`config.mk`:
```
export PLATFORM = sky130hd
export DESIGN_NAME = chipset_bus_controller
export DESIGN_NICKNAME = d
export VERILOG_FILES = /design/src/rtl/chipset_bus_controller.sv
export SDC_FILE = /design/constraint.sdc
export NUM_CORES = 1
export LEC_CHECK = 0
export CAP_MARGIN = 20
export CELL_PAD_IN_SITES_DETAIL_PLACEMENT = 1
export CELL_PAD_IN_SITES_GLOBAL_PLACEMENT = 2
export CORE_MARGIN = 2
export CORE_UTILIZATION = 33
export CTS_BUF_LIST = sky130_fd_sc_hd__clkbuf_2
export CTS_CLUSTER_SIZE = 8
export DETAILED_ROUTE_END_ITERATION = 7
export PLACE_DENSITY_LB_ADDON = 0.25
export SYNTH_ARGS = -nofsm -noshare
export SYNTH_HDL_FRONTEND = slang
export SYNTH_SLANG_ARGS = --single-unit
```
`constraint.sdc`:
```
create_clock -name clock -period 3.8 [get_ports clock]
set_input_delay 0.76 -clock clock [delete_from_list [all_inputs] [get_ports clock]]
set_output_delay 0.76 -clock clock [all_outputs]
set_load 0.005 [all_outputs]
```
`src/rtl/chipset_bus_controller.sv`:
```
// chipset_bus_controller
// Bus-cycle controller sitting between the 8088 bus-control signals and the
// chipset top level. It stretches CPU bus cycles with programmable wait states
// (separate counts for memory and I/O cycles) and arbitrates NUM_MASTERS bus
// requesters onto the CPU HOLD/HLDA handshake with round-robin priority.
// All state advances only on cpu_clock_posedge strobes.
//
// Ports:
//   clock              system clock
//   reset_n            asynchronous reset, active-low
//   cpu_clock_posedge  one-clock strobe marking a CPU clock rising edge
//   ALE                address latch enable from the CPU
//   IO_OR_M            1 = I/O cycle, 0 = memory cycle
//   RD_N, WR_N         read / write strobes, active-low
//   ext_wait           external wait request, holds RDY low in an active cycle
//   RDY                ready to the CPU
//   HOLD               hold request to the CPU
//   HLDA               hold acknowledge from the CPU
//   bus_req            per-master bus request levels
//   bus_grant          one-hot grant (or zero)
//   wait_active        1 while the wait counter is non-zero
module chipset_bus_controller #(
   parameter int NUM_MASTERS = 2,
   parameter int WAIT_WIDTH  = 4,
   parameter int MEM_WAIT    = 1,
   parameter int IO_WAIT     = 4
) (
   input  logic                   clock,
   input  logic                   reset_n,
   input  logic                   cpu_clock_posedge,
   input  logic                   ALE,
   input  logic                   IO_OR_M,
   input  logic                   RD_N,
   input  logic                   WR_N,
   input  logic                   ext_wait,
   output logic                   RDY,
   output logic                   HOLD,
   input  logic                   HLDA,
   input  logic [NUM_MASTERS-1:0] bus_req,
   output logic [NUM_MASTERS-1:0] bus_grant,
   output logic                   wait_active
);

   localparam int PTR_W = (NUM_MASTERS > 1) ? $clog2(NUM_MASTERS) : 1;

   localparam logic [WAIT_WIDTH-1:0] MEM_WAIT_VAL = WAIT_WIDTH'(MEM_WAIT);
   localparam logic [WAIT_WIDTH-1:0] IO_WAIT_VAL  = WAIT_WIDTH'(IO_WAIT);
   localparam logic [PTR_W-1:0]      LAST_MASTER  = PTR_W'(NUM_MASTERS - 1);

   localparam logic [1:0] ST_IDLE    = 2'd0;
   localparam logic [1:0] ST_REQ     = 2'd1;
   localparam logic [1:0] ST_GRANT   = 2'd2;
   localparam logic [1:0] ST_RELEASE = 2'd3;

   logic [WAIT_WIDTH-1:0] wait_count;
   logic                  io_lat;
   logic                  cycle_armed;
   logic                  strobe_active;
   logic                  load_cycle;
   logic [WAIT_WIDTH-1:0] load_value;

   logic [1:0]       state;
   logic [PTR_W-1:0] rr_ptr;
   logic [PTR_W-1:0] winner;
   logic [PTR_W-1:0] rr_winner;
   logic             rr_found;
   logic [PTR_W-1:0] next_ptr;

   // A bus cycle is only counted once: the first strobe after ALE that sees
   // a read or write strobe loads the counter and disarms the cycle.
   assign strobe_active = !RD_N || !WR_N;
   assign load_cycle    = cycle_armed && strobe_active;
   assign load_value    = io_lat ? IO_WAIT_VAL : MEM_WAIT_VAL;

   // RDY is combinational so the drop is visible in the same strobe that
   // loads a non-zero count, and an external wait acts without latency.
   assign RDY         = (wait_count == '0) && !(ext_wait && strobe_active);
   assign wait_active = (wait_count != '0);

   // Wait-state path: latch the cycle type on ALE, load on the first
   // read/write strobe, then count down to zero and stop there. An ALE
   // during a count only re-latches the cycle type.
   always_ff @(posedge clock or negedge reset_n) begin
      if (!reset_n) begin
         wait_count  <= '0;
         io_lat      <= 1'b0;
         cycle_armed <= 1'b0;
      end else if (cpu_clock_posedge) begin
         if (ALE) begin
            io_lat      <= IO_OR_M;
            cycle_armed <= 1'b1;
         end else if (load_cycle) begin
            cycle_armed <= 1'b0;
         end
         if (load_cycle) begin
            wait_count <= load_value;
         end else if (wait_count != '0) begin
            wait_count <= wait_count - 1'b1;
         end
      end
   end

   // Round-robin search: first requesting master at or above the pointer,
   // wrapping from the top index back to 0.
   always_comb begin
      int unsigned idx;
      rr_found  = 1'b0;
      rr_winner = '0;
      idx       = 0;
      for (int i = 0; i < NUM_MASTERS; i++) begin
         idx = int'(rr_ptr) + i;
         if (idx >= NUM_MASTERS) begin
            idx = idx - NUM_MASTERS;
         end
         if (!rr_found && bus_req[idx]) begin
            rr_found  = 1'b1;
            rr_winner = PTR_W'(idx);
         end
      end
   end

   assign next_ptr = (winner == LAST_MASTER) ? '0 : winner + 1'b1;

   // Arbiter FSM. The winner is frozen on leaving IDLE so later requests
   // cannot steal the grant. A request withdrawn before HLDA still waits
   // for HLDA (the CPU has already been asked), then releases without a
   // grant and without moving the pointer.
   always_ff @(posedge clock or negedge reset_n) begin
      if (!reset_n) begin
         state  <= ST_IDLE;
         rr_ptr <= '0;
         winner <= '0;
      end else if (cpu_clock_posedge) begin
         case (state)
            ST_IDLE: begin
               if (rr_found) begin
                  winner <= rr_winner;
                  state  <= ST_REQ;
               end
            end
            ST_REQ: begin
               if (HLDA) begin
                  state <= bus_req[winner] ? ST_GRANT : ST_RELEASE;
               end
            end
            ST_GRANT: begin
               if (!bus_req[winner]) begin
                  rr_ptr <= next_ptr;
                  state  <= ST_RELEASE;
               end
            end
            default: begin
               if (!HLDA) begin
                  state <= ST_IDLE;
               end
            end
         endcase
      end
   end

   assign HOLD = (state == ST_REQ) || (state == ST_GRANT);

   // Grant decode is combinational from state so reset clears it at once.
   always_comb begin
      bus_grant = '0;
      if (state == ST_GRANT) begin
         bus_grant[winner] = 1'b1;
      end
   end

endmodule
```
# Word level (Yosys, flattened, before mapping)

Index checks and enable logic that the tools add are counted.

$add $sub $neg: 5
Multiply operators: 0
Divide/modulo/power cells: 0
Order comparisons: 6
Equality and inequality tests: 6
Shift operators: 0
Mux-type cells: 27
Bitwise logic cells: 1
Reductions and logical operators: 22

Operators by type and width:

| cell                  | count |
|---|---|
| $lt A32 B2 Y1 const B | 2 |
| $mux W32              | 2 |
| $mux W1               | 15 |
| $mux W2               | 5 |
| $mux W4               | 2 |
| $ne A2 B2 Y1 const B  | 3 |
| $pmux W2 S3           | 1 |
| $reduce_and A2 Y1     | 3 |
| $reduce_and A3 Y1     | 2 |
| $logic_and A1 B1 Y1   | 5 |
| $reduce_and A5 Y1     | 1 |
| $logic_not A1 Y1      | 4 |
| $logic_not A4 Y1      | 1 |
| $ne A4 B1 Y1 const B  | 1 |
| $reduce_bool A2 Y1    | 2 |
| $reduce_bool A4 Y1    | 1 |
| $sub A4 B1 Y4 const B | 1 |
| $mux W3               | 1 |
| $sub A1 B2 Y3 const B | 1 |
| $sub A2 B2 Y3 const B | 1 |
| $add A1 B1 Y2 const B | 1 |
| $eq A2 B1 Y1 const B  | 1 |
| $eq A2 B2 Y1 const B  | 1 |
| $ge A1 B2 Y1 const B  | 1 |
| 8 further kinds       | 9 |

Register bits: 10
Bits in latches: 0
RAM bits: 0
Memory bits (read-only): 0
Output and inout bits: 5
Logic and storage cells: 73
Memories kept: 0

# Logic depth before layout (Yosys ltp)

Depth after elaboration: 10
Gate-level depth with buffers: 6

# Worst setup path after synthesis

No wires, ideal clock.

Kind: input -> register
Start: in bus_req[0]
End: reg state[1]
Data arrival time: 1.753 ns
Required time: 3.672 ns
Setup slack: 1.919 ns
Stages: 3
Path buffers: 0
Path through: mux2_4 a2111oi_4 mux2_1

Longest elaborated chain between the ends: 8

RTL lines:

| item                                        | RTL line | RTL |
|---|---|---|
| start: declaration                          | 39       | `input logic [NUM_MASTERS-1:0] bus_req,` |
| $mux W1 (implied by the code) (2 in series) | 115      | `if (!rr_found && bus_req[idx]) begin` |
| $mux W1                                     | 115      |  |
| $logic_not A1 Y1                            | 115      |  |
| $logic_and A1 B1 Y1                         | 115      |  |
| $mux W1                                     | 115      |  |
| $ne A2 B2 Y1 (no source line)               | n/a      |  |
| $reduce_and A5 Y1 (no source line) *        | n/a      |  |
| end signal: assignment                      | 143      | `state <= bus_req[winner] ? ST_GRANT : ST_RELEASE;` |
| end: declaration                            | 62       | `logic [1:0] state;` |

Mark *: on every way between the ends. The rest lies on a longest branch, timed or not. The select of a mux whose other input is x is not followed.
A chain may end at the register's enable or synchronous reset.

# Worst setup path in the final report

Start: in RD_N
End: out RDY

Longest elaborated chain between the ends: 5

RTL lines:

| item                | RTL line | RTL |
|---|---|---|
| start: declaration  | 33       | `input logic RD_N,` |
| $logic_not A1 Y1    | 71       | `assign strobe_active = !RD_N \|\| !WR_N;` |
| $logic_or A1 B1 Y1  | 71       |  |
| $logic_and A1 B1 Y1 | 77       | `assign RDY = (wait_count == '0) && !(ext_wait && strobe_active);` |
| $logic_not A1 Y1    | 77       |  |
| $logic_and A1 B1 Y1 | 77       |  |
| end: declaration    | 36       | `output logic RDY,` |

Every way passes these cells.

==> results.yml <==
yosys:
  synthMuxAreaShare: 0.0706
  synthXorXnorAreaFrac: 0
  synth-seq-area-share: 0.372
  synth_top_family_by_area: "compound AO/OA/AOI/OAI gates"
  synth_warnings: 0
  synth_area_um2: 673
  synth_compound_area_frac: 0.242
  synth_nets: 86
  avgSynthCellArea_um2: 9.90
  synth-seq-cells: 10
  synthAdderAreaFrac: 0.130
  synthesis.instances: 68
  synth_cell_types: 29
  synth_simple_gate_area_frac: 0.136
clocking:
  post-cts-setup-buffers: 0
  cts_sinks: 10
  htree_num_levels: 1
  hold_buffers: 0
  clock_latency_ps: 250
  clk_root_buffer_cell: "clkbuf_2"
  cts_resized: 0
  clk_pin_slew_ps: 100
  cts_buffers: 3
  cts_tree: "built"
  clockBufferDepth: 2
global_routing:
  grt_max_degree: 14
  antenna_found_initial: 0
  grtUsageTotal: 0.150
  grt_pass1_vias: 639
  overflow: 0
  grt_pass1_wl_mm: 2.77
setup_path:
  rr_worst_depth: 6
  rrSetupSlack_ps: 1940
  critPathMaxFanout: 3
  cp-start-kind: "input pin"
  worst-setup-path-type: "in2out"
  reg2reg_from: "state[0]"
  cp.arrival_ps: 2050
  critPathCaptureType: "output port"
  required_ps: 3040
  r2r_end: "state[1]"
detailed_routing:
  wl_met2_um: 608
  finalWirelength_mm: 1.44
  ant_nets: 0
  wl_met1_um: 761
  drtIter0Drc: 4
  wl_met3_um: 66
  drc: 0
  vias: 564
  topRoutingLayerUsed: "met4"
  vias_per_cell: 4.99
  firstDrtPassIters: 4
  wl_per_cell_um: 12.8
sta:
  fin_ws_ps: 994
  max_slew_margin: 0.617
  max_freq_mhz: 356
  finalSetupViolCount: 0
  tightest_slew_ps: 570
  layout_min_cycle_time_ps: 2810
  hold_viol_final: 0
  rsz0062_at_grt: "no"
  slew_viol_final: 0
  tns_ps: 0
  fin_crit_sh: 0.738
  skew_ps: 1.62
placed_design:
  pre_cts_ws_ps: 1010
  io_buffers: 15
  dp_hpwl_mm: 1.12
  gp_congestion: 0.795
floorplan:
  start_util: 0.347
  die_area_mm2: 0.00242
  fp-row-count: 16
  io_pins: 16
  die_width_um: 49.2
  core_area_mm2: 0.00194
  dieHeight_um: 49.2
layout:
  fillers: 247
  syn2layout_area_growth_pct: 29.6
  nNetsFinal: 105
  diodes: 0
  drive_gt1_frac: 0.105
  mostFrequentLayoutCells: "15 x clkdlybuf4s50_1, 10 x dfrtp_1, 8 x inv_1, 8 x nand2_1"
  layout_commonest_cell: "clkdlybuf4s50_1"
power_and_ir_drop:
  peakVddDrop_v: 0.000386
  powerDensity_mw_per_mm2: 656
  finalPower_mw: 0.572
  leakage_nw: 0.394
min_path:
  min_path_type: "reg2reg"
  hold_start: "wait_count[3]"
  whs_path_depth: 1
  min_to: "wait_count[3]"
flow_run:
  drv_cap: 0
run_status:
  status: "finished, final reports clean"
[layer usage]
| layer | GRT usage | vias to the layer above |
|---|---|---|
| li1 | - | 276 |
| met3 | 0.0368 | 2 |
| met2 | 0.218 | 10 |
| met5 | 0 | - |
| met4 | 0.0714 | 0 |
| met1 | 0.207 | 276 |
[cells by family (layout without fill, tap and decap cells)]
logic type | after synthesis | after routing
AOI/OAI and AO/OA | 19 | 19
buffers and inverters | 9 | 27
adders and majority gates | 7 | 7
and+or+nand+nor | 19 | 19
muxes | 4 | 4
DFF | 10 | 10
[worst max-delay path, cell delays in order]
cell and delay [ps]:
clkdlybuf4s50_1 480, nand2_1 130, a21oi_1 170, clkdlybuf4s50_1 510
[flip-flops by register name, summed over array words and instances, names as in the netlist]
signal,count
wait_count,4
io_lat,1
winner,1
cycle_armed,1
rr_ptr,1
state,2
[where the power goes]
| group | internal (mW) | switching (mW) |
|---|---|---|
| Clock | 0.0229 | 0.0369 |
| Sequential | 0.149 | 0.0438 |
| Combinational | 0.177 | 0.142 |
[area by class of cell]
class | instances | area [um2] | share of cell area
sequential | 10 | 250 | 0.287
inverter | 8 | 30.0 | 0.0344
clock inverter | 1 | 3.75 | 0.00430
clock buffer | 3 | 15.0 | 0.0172
timing repair buffer | 15 | 150 | 0.172
tap | 27 | 33.8 | 0.0387
multi-input combinational | 49 | 389 | 0.446
[stage by stage]
step           instances   util  cell area, um2  hold slack (ps)
2_1_floorplan         68      -             673              458
3_3_place_gp         109  0.439             853              481
3_5_place_dp         109  0.439             853              510
4_1_cts              113  0.449             872              525
5_1_grt              113  0.449             872              539
6_report             113  0.449             872              518
[worst max-delay path by stage]
stage,slack [ps],start,cells after the start,end
floorplan,1920,bus_req[0],3,state[1]
global placement,1030,RD_N,4,RDY
detailed placement,1010,RD_N,4,RDY
CTS,990,RD_N,4,RDY
global route,920,RD_N,4,RDY
finish,990,RD_N,4,RDY
[cells in the mapped netlist]
| master | number | share of area |
|---|---|---|
| a21boi_4 | 1 | 0.028 |
| o31ai_1 | 1 | 0.011 |
| nand2_1 | 8 | 0.045 |
| a22o_2 | 1 | 0.015 |
| or3b_4 | 1 | 0.017 |
| and2_1 | 1 | 0.0093 |
| inv_1 | 8 | 0.045 |
| nor3_1 | 1 | 0.0074 |
| a22o_1 | 1 | 0.013 |
| a21oi_1 | 1 | 0.0074 |
| nand2b_1 | 1 | 0.0093 |
| a21boi_0 | 1 | 0.011 |
| mux2_1 | 1 | 0.017 |
| nor2b_1 | 1 | 0.0093 |
| nand3_1 | 1 | 0.0074 |
| mux2_4 | 1 | 0.022 |
| mux2_2 | 1 | 0.017 |
| a22oi_1 | 1 | 0.011 |
| and3_1 | 1 | 0.0093 |
| o21ai_0 | 7 | 0.052 |
| a41oi_1 | 1 | 0.013 |
| clkbuf_1 | 1 | 0.0056 |
| ha_1 | 7 | 0.13 |
| dfrtp_1 | 10 | 0.37 |
| mux2i_1 | 1 | 0.015 |
| a32o_1 | 2 | 0.030 |
| nor2_1 | 4 | 0.022 |
| a31oi_1 | 1 | 0.0093 |
| a2111oi_4 | 1 | 0.041 |
(Power assumes the default switching activity.)
